$ cat config.mk
export PLATFORM = sky130hd
export DESIGN_NAME = quad_encoder_ctr_flat
export DESIGN_NICKNAME = d
export VERILOG_FILES = /design/src/rtl/quad_encoder_ctr_if.sv /design/src/rtl/quad_encoder_ctr.sv /design/src/flat_wrapper.sv
export SDC_FILE = /design/constraint.sdc
export NUM_CORES = 1
export LEC_CHECK = 0
export BUFFER_PORTS_ARGS = -buffer_cell sky130_fd_sc_hd__buf_2
export CAP_MARGIN = 20
export CORE_MARGIN = 2
export CORE_UTILIZATION = 46
export CTS_BUF_LIST = sky130_fd_sc_hd__clkbuf_4
export CTS_CLUSTER_DIAMETER = 50
export DETAILED_ROUTE_END_ITERATION = 8
export GPL_TIMING_DRIVEN = 0
export PLACE_DENSITY_LB_ADDON = 0.25
export SLEW_MARGIN = 20
export SYNTH_ARGS = -nofsm -noshare
export SYNTH_HDL_FRONTEND = slang
export SYNTH_SLANG_ARGS = --single-unit
$ cat constraint.sdc
create_clock -name clk -period 3.2 [get_ports clk]
set_input_delay 0.64 -clock clk [delete_from_list [all_inputs] [get_ports clk]]
set_output_delay 0.64 -clock clk [all_outputs]
set_load 0.005 [all_outputs]
$ cat src/rtl/quad_encoder_ctr_if.sv
// quad_encoder_ctr_if: encoder inputs, control strobes and position/velocity
// outputs of one motor channel. The master drives the encoder lines and
// control strobes; the slave (quad_encoder_ctr) drives the results.
interface quad_encoder_ctr_if #(
    parameter int CNT_W = 32,
    parameter int VEL_W = 16
);
    logic                    ch_a;
    logic                    ch_b;
    logic                    ch_i;
    logic                    count_clr;
    logic                    err_clr;
    logic signed [CNT_W-1:0] count;
    logic                    dir;
    logic signed [VEL_W-1:0] velocity;
    logic                    vel_valid;
    logic                    err;
    logic                    index_seen;

    modport master (
        output ch_a, ch_b, ch_i, count_clr, err_clr,
        input  count, dir, velocity, vel_valid, err, index_seen
    );

    modport slave (
        input  ch_a, ch_b, ch_i, count_clr, err_clr,
        output count, dir, velocity, vel_valid, err, index_seen
    );
endinterface

$ cat src/rtl/quad_encoder_ctr.sv
// quad_encoder_ctr: synchronised, glitch-filtered x4 quadrature decoder with a
// wrapping signed position count, a saturating per-window velocity measure and
// a sticky illegal-transition flag.
// Optional feature macro: QENC_INDEX_CLEAR_EN (index pulse at AB=11 zeroes count).
module quad_encoder_ctr #(
    parameter int CNT_W      = 32,
    parameter int FILT_LEN   = 3,
    parameter int VEL_PERIOD = 50000,
    parameter int VEL_W      = 16
) (
    input  logic               clk,
    input  logic               reset,
    quad_encoder_ctr_if.slave  bus
);
    localparam int              WIN_W     = (VEL_PERIOD > 2) ? $clog2(VEL_PERIOD) : 1;
    localparam logic [WIN_W-1:0] WIN_LAST = WIN_W'(VEL_PERIOD - 1);
    localparam logic [3:0]      FILT_LAST = 4'(FILT_LEN - 1);
    localparam logic [4:0]      WARM_LOAD = 5'(3 + FILT_LEN);
    localparam logic signed [VEL_W-1:0] VEL_MAX = {1'b0, {(VEL_W-1){1'b1}}};
    localparam logic signed [VEL_W-1:0] VEL_MIN = {1'b1, {(VEL_W-2){1'b0}}, 1'b1};

    typedef enum logic {ST_WARM, ST_RUN} state_t;

    // Channel bit order: [1] = A, [0] = B
    logic [1:0]              w_raw;
    logic [1:0]              r_s1;
    logic [1:0]              r_s2;
    logic [1:0]              r_filt;
    logic [3:0]              r_fcnt [2];
    logic [1:0]              r_prev;
    state_t                  r_state;
    state_t                  w_state_nxt;
    logic                    w_decode_en;
    logic [4:0]              r_warm;
    logic [1:0]              w_cur_pos;
    logic [1:0]              w_prev_pos;
    logic [1:0]              w_delta;
    logic                    w_fwd;
    logic                    w_rev;
    logic                    w_illegal;
    logic                    w_index_evt;
    logic signed [CNT_W-1:0] r_count;
    logic                    r_dir;
    logic                    r_err;
    logic [WIN_W-1:0]        r_win;
    logic signed [VEL_W-1:0] r_acc;
    logic signed [VEL_W-1:0] w_acc_nxt;
    logic signed [VEL_W-1:0] r_vel;
    logic                    r_vel_valid;

    assign w_raw = {bus.ch_a, bus.ch_b};

    // Two-stage synchroniser for A and B
    always_ff @(posedge clk) begin
        if (reset) begin
            r_s1 <= '0;
            r_s2 <= '0;
        end else begin
            r_s1 <= w_raw;
            r_s2 <= r_s1;
        end
    end

    // Per-channel stability filter: accept a new level after FILT_LEN differing cycles
    always_ff @(posedge clk) begin
        if (reset) begin
            r_filt <= '0;
            for (int unsigned ch = 0; ch < 2; ch++) r_fcnt[ch] <= '0;
        end else begin
            for (int unsigned ch = 0; ch < 2; ch++) begin
                if (r_s2[ch] == r_filt[ch]) begin
                    r_fcnt[ch] <= '0;
                end else if (r_fcnt[ch] == FILT_LAST) begin
                    r_filt[ch] <= r_s2[ch];
                    r_fcnt[ch] <= '0;
                end else begin
                    r_fcnt[ch] <= r_fcnt[ch] + 4'd1;
                end
            end
        end
    end

    // Previous filtered AB, tracked in every state so warm-up absorbs the idle level
    always_ff @(posedge clk) begin
        if (reset) r_prev <= '0;
        else       r_prev <= r_filt;
    end

    // Warm-up FSM state register
    always_ff @(posedge clk) begin
        if (reset) r_state <= ST_WARM;
        else       r_state <= w_state_nxt;
    end

    // Warm-up FSM next state and decoder enable
    always_comb begin
        w_state_nxt = r_state;
        w_decode_en = 1'b0;
        case (r_state)
            ST_WARM: if (r_warm == 5'd1) w_state_nxt = ST_RUN;
            ST_RUN:  w_decode_en = 1'b1;
            default: w_state_nxt = ST_WARM;
        endcase
    end

    // Warm-up cycle countdown
    always_ff @(posedge clk) begin
        if (reset)                                  r_warm <= WARM_LOAD;
        else if (r_state == ST_WARM && r_warm != '0) r_warm <= r_warm - 5'd1;
    end

    // Gray position {B, A^B} maps 00,10,11,01 to 0,1,2,3, so the modulo-4
    // difference gives +1 forward, 3 reverse, 2 illegal.
    assign w_cur_pos  = {r_filt[0], r_filt[1] ^ r_filt[0]};
    assign w_prev_pos = {r_prev[0], r_prev[1] ^ r_prev[0]};
    assign w_delta    = w_cur_pos - w_prev_pos;
    assign w_fwd      = w_decode_en && (w_delta == 2'd1);
    assign w_rev      = w_decode_en && (w_delta == 2'd3);
    assign w_illegal  = w_decode_en && (w_delta == 2'd2);

`ifdef QENC_INDEX_CLEAR_EN
    logic [1:0] r_i_sync;
    logic       r_i_prev;
    logic       r_index_seen;

    // Index synchroniser and previous-level register for edge detection
    always_ff @(posedge clk) begin
        if (reset) begin
            r_i_sync <= '0;
            r_i_prev <= 1'b0;
        end else begin
            r_i_sync <= {r_i_sync[0], bus.ch_i};
            r_i_prev <= r_i_sync[1];
        end
    end

    assign w_index_evt = r_i_sync[1] & ~r_i_prev & r_filt[1] & r_filt[0];

    // Sticky record that an index clear has happened
    always_ff @(posedge clk) begin
        if (reset)            r_index_seen <= 1'b0;
        else if (w_index_evt) r_index_seen <= 1'b1;
    end

    assign bus.index_seen = r_index_seen;
`else
    assign w_index_evt    = 1'b0;
    assign bus.index_seen = 1'b0;
`endif

    // Position count and direction; clear sources discard the concurrent step
    always_ff @(posedge clk) begin
        if (reset) begin
            r_count <= '0;
            r_dir   <= 1'b0;
        end else if (bus.count_clr || w_index_evt) begin
            r_count <= '0;
        end else if (w_fwd) begin
            r_count <= r_count + CNT_W'(1);
            r_dir   <= 1'b1;
        end else if (w_rev) begin
            r_count <= r_count - CNT_W'(1);
            r_dir   <= 1'b0;
        end
    end

    // Sticky illegal-transition flag; a new illegal step beats err_clr
    always_ff @(posedge clk) begin
        if (reset)            r_err <= 1'b0;
        else if (w_illegal)   r_err <= 1'b1;
        else if (bus.err_clr) r_err <= 1'b0;
    end

    // Saturating accumulator update including this cycle's step
    always_comb begin
        w_acc_nxt = r_acc;
        if (w_fwd && r_acc != VEL_MAX)      w_acc_nxt = r_acc + VEL_W'(1);
        else if (w_rev && r_acc != VEL_MIN) w_acc_nxt = r_acc - VEL_W'(1);
    end

    // Velocity window: publish the accumulator and restart at window end
    always_ff @(posedge clk) begin
        if (reset) begin
            r_win       <= '0;
            r_acc       <= '0;
            r_vel       <= '0;
            r_vel_valid <= 1'b0;
        end else if (r_win == WIN_LAST) begin
            r_win       <= '0;
            r_acc       <= '0;
            r_vel       <= w_acc_nxt;
            r_vel_valid <= 1'b1;
        end else begin
            r_win       <= r_win + WIN_W'(1);
            r_acc       <= w_acc_nxt;
            r_vel_valid <= 1'b0;
        end
    end

    assign bus.count     = r_count;
    assign bus.dir       = r_dir;
    assign bus.err       = r_err;
    assign bus.velocity  = r_vel;
    assign bus.vel_valid = r_vel_valid;
endmodule

$ cat src/flat_wrapper.sv
// flat-port wrapper written by rule: the top's interface ports become plain ports
module quad_encoder_ctr_flat 
#(
    parameter int CNT_W      = 32,
    parameter int FILT_LEN   = 3,
    parameter int VEL_PERIOD = 50000,
    parameter int VEL_W      = 16
)
  (clk, reset, bus_ch_a, bus_ch_b, bus_ch_i, bus_count_clr, bus_err_clr, bus_count, bus_dir, bus_velocity, bus_vel_valid, bus_err, bus_index_seen);
  quad_encoder_ctr_if #(.CNT_W(CNT_W), .VEL_W(VEL_W)) bus_i ();
  input  logic clk;
  input  logic reset;
  input wire logic [$bits(bus_i.ch_a)-1:0] bus_ch_a;
  input wire logic [$bits(bus_i.ch_b)-1:0] bus_ch_b;
  input wire logic [$bits(bus_i.ch_i)-1:0] bus_ch_i;
  input wire logic [$bits(bus_i.count_clr)-1:0] bus_count_clr;
  input wire logic [$bits(bus_i.err_clr)-1:0] bus_err_clr;
  output wire logic [$bits(bus_i.count)-1:0] bus_count;
  output wire logic [$bits(bus_i.dir)-1:0] bus_dir;
  output wire logic [$bits(bus_i.velocity)-1:0] bus_velocity;
  output wire logic [$bits(bus_i.vel_valid)-1:0] bus_vel_valid;
  output wire logic [$bits(bus_i.err)-1:0] bus_err;
  output wire logic [$bits(bus_i.index_seen)-1:0] bus_index_seen;
  assign bus_i.ch_a = bus_ch_a;
  assign bus_i.ch_b = bus_ch_b;
  assign bus_i.ch_i = bus_ch_i;
  assign bus_i.count_clr = bus_count_clr;
  assign bus_i.err_clr = bus_err_clr;
  assign bus_count = bus_i.count;
  assign bus_dir = bus_i.dir;
  assign bus_velocity = bus_i.velocity;
  assign bus_vel_valid = bus_i.vel_valid;
  assign bus_err = bus_i.err;
  assign bus_index_seen = bus_i.index_seen;
  quad_encoder_ctr #(.CNT_W(CNT_W), .FILT_LEN(FILT_LEN), .VEL_PERIOD(VEL_PERIOD), .VEL_W(VEL_W)) u_core (.clk(clk), .reset(reset), .bus(bus_i));
endmodule
==> out/results.ini <==
[synth]
yosys.area_share.adder_pct=9.69
avgSynthCellArea_um2=8.15
yosysTopAreaCell=dfxtp_1
netlist_area_um2=6140
synth.area.top_cells=dfxtp_1 32%, ha_1 9.4%, nand2_1 5.6%
synth_top_area_share_pct=31.6
synth_top_family_by_area=simple AND/OR/NAND/NOR gates
yosys_warnings=0
postSynth.asyncResetShare_pct=0
synth_edf_count=8
ys_ff_latch=105
synth_mux_area_share_pct=0.326
yosys.area_share.simple_pct=24.2
synth_compound_area_share_pct=17.4
synth_xor_xnor_area_share_pct=8.66
synth_cell_types=63
syn_inst=754
synthFlopType=dfxtp_1
yosysSeqAreaShare_pct=35.5

[die]
io_pins=59
core_um2=13100
start_util_pct=46.8
rows=42
die_x_um=120
die_h_um=120
fp.dieArea_um2=14300

[global_route]
grt-ovfl-total=0
grtUsageMet1_pct=27.8
top_usage_layer=met2
met2_usage_pct=39.7
track_usage_pct=22.9
grt_max_degree=21
grt_pass1_vias=5619
grt_antenna_before_repair=0
met3_usage_pct=5.37
grt_pass1_wl_um=26700

[final_layout]
final_cell_mix=94 x dfxtp_1, 89 x nand2_1, 80 x nor2_1
drive_gt1_share_pct=26.1
nNetsFinal=907
area_growth_pct=28.4
seqCellArea_um2=2190
insertedDiodeCount=0
layout_commonest_cell=dfxtp_1
multi_input_area_um2=4460
fillCellCount=1156

[routing]
first_iter_violations=458
drtPass1Iterations=5
antenna_left=0
viasPerCell=5.63
totalWireLength_um=17700
post-route-drc-count=0
num_vias=5823
wire_per_inst_um=17.1

[timing]
setup_slack_ns=-0.313
clock_skew_ns=0.0140
finalCriticalPeriod_ns=3.51
setup-violations-final=22
hold_viol=0
slew_headroom_pct=58.5
fin_crit_sh_pct=110
worst_pin_slew_ns=0.620
rsz0062_at_grt=true
drv_slew=0
fmax_mhz=285

[worst_setup_path]
worst-path-buf-inv=2
path_class=reg2reg
r2r_end=u_core.bus.count[23]
critPathLaunch=u_core.r_prev[0]
cp-start-kind=flip-flop
cp.required_ns=3.58
r2r-start=u_core.r_prev[0]
cp-endpoint=u_core.bus.count[23]
path_common_cell=xor2_1
cpLargestDelayFamily=compound AO/OA/AOI/OAI gates
cp.depth=15
arrival_ns=3.89
max_stage_delay_ns=0.38
worst-r2r-setup-slack_ns=-0.31
reg2reg_depth=15
end_kind=flip-flop
crit_chain=xor2_1 > ha_2 > xor3_2 > or2_4 > buf_12 > ha_4 > a21oi_4 > nand2_1 > o21ai_2 > o211ai_1 > buf_4 > a211o_1 > a21oi_2 > xor2_1 > o21ai_1
path_max_fanout=6
cp_slowest_cell=dfxtp_2

[clock_tree]
cts-htree-levels=3
tritoncts=yes
clkTransAtPathRegs_ns=0.17
insertion_delay_ns=0.50
cts_buffers=9
cts_root_buf=clkbuf_4
cts_buffer_depth=2
cts_sinks=105

[min_path]
hold_class=in2reg

[power_and_ir_drop]
p_leak_nw=3.32
p_total_mw=2.29
p_per_area_nw_per_um2=291
ir_drop_mv=0.172

[run]
drv_cap=0

[status]
violations=setup timing
status=finished, violations left

[placed_design]
port_buffers=55
dp_hpwl_um=11300
place_congestion=0.905
place_ws_ns=-0.715

## cell type report
class / count / area share, %
clock buffer: 9 / 0.857
inverter: 23 / 1.14
timing repair buffer: 93 / 8.31
clock inverter: 7 / 1.06
tap: 176 / 2.79
buffer: 24 / 1.56
multi-input combinational: 597 / 56.5
sequential: 105 / 27.8
## worst min-delay path by stage
stage / to / depth (start not counted) / start / slack (ns)
after global routing: u_core.r_s1[0] / 2 / bus_ch_b / 0.31
final: u_core.r_s1[0] / 2 / bus_ch_b / 0.35
after global placement: u_core.r_s2[1] / 1 / u_core.r_s1[1] / 0.43
after floorplan: u_core.r_s2[0] / 1 / u_core.r_s1[0] / 0.41
after detailed placement: u_core.r_s2[0] / 1 / u_core.r_s1[0] / 0.44
after CTS: u_core.r_s1[0] / 2 / bus_ch_b / 0.31
## flip-flops by register name (all words and copies together) (netlist names), 5 cells and up
signal	count
u_core.bus.count	32
u_core.bus.velocity	16
u_core.r_acc	16
u_core.r_win	16
u_core.r_fcnt	8
u_core.r_warm	5
## power breakdown
group          total [mW]  switching [mW]  internal, mW
Clock               0.752           0.498         0.254
Sequential           1.38          0.0256          1.35
Combinational       0.164          0.0936        0.0701
Total                2.29           0.617          1.68
## per-layer routing
layer,wire [um],share of wire [%]
met1,7480,42
met2,8810,50
met3,841,4.8
met4,522,3.0
met5,0,0
## stage by stage
| stage | cells | utilization (%) | hold WS [ns] | setup TNS [ns] | area, um2 |
|---|---|---|---|---|---|
| finish | 1034 | 60.0 | 0.352 | -3.56 | 7890 |
| global route | 1034 | 60.0 | 0.314 | -6.76 | 7890 |
| CTS | 1018 | 56.0 | 0.309 | -3.71 | 7350 |
| detailed placement | 992 | 51.7 | 0.440 | -8.53 | 6800 |
| global placement | 992 | 51.7 | 0.431 | -7.20 | 6800 |
| floorplan | 761 | - | 0.414 | -0.0971 | 6300 |
## cell families (layout without fill, tap and decap cells)
kind of cell | after synthesis | in the layout
compound gates | 173 | 173
flops | 105 | 105
xor+xnor | 59 | 59
other cells | 2 | 9
fa+ha+maj | 47 | 47
simple gates | 307 | 307
buf+inv | 59 | 156
mux | 2 | 2
## worst register-to-register path, stage by stage, from the launching register on
cell	delay (ns)
dfxtp_2	0.38
xor2_1	0.17
ha_2	0.20
xor3_2	0.27
or2_4	0.34
buf_12	0.17
ha_4	0.25
a21oi_4	0.18
nand2_1	0.10
o21ai_2	0.21
o211ai_1	0.20
buf_4	0.20
a211o_1	0.32
a21oi_2	0.18
xor2_1	0.17
o21ai_1	0.07
## timing repair
action | CTS | global route
hold buffers | 0 | 0
endpoints found under the hold margin | 0 | 0
setup buffers | 20 | 15
pin swaps | 17 | 45
gates resized for setup | 56 | 71
cloned | 2 | 2
setup endpoints to repair | 22 | 24
## Yosys cell counts, types with 4 or more instances
cell type,number
xor2_1,31
nor3_1,14
nor2_1,84
nand2_1,92
edfxtp_1,8
and3_1,6
o21bai_1,6
and2_1,15
a21oi_1,67
a21o_1,6
o21ai_0,27
dfxtp_1,97
a31oi_1,7
nor4_1,4
or4_1,5
nand3_1,21
nor3b_1,5
nand3b_1,4
nor2b_1,10
or3_1,8
xnor2_1,27
a211oi_1,10
inv_1,23
ha_1,46
o211ai_1,6
and4_1,6
buf_2,5
o21ai_1,13
nand2b_1,6
nand4_1,17
clkbuf_1,26
No activity file was read; power rests on OpenSTA's default activity.
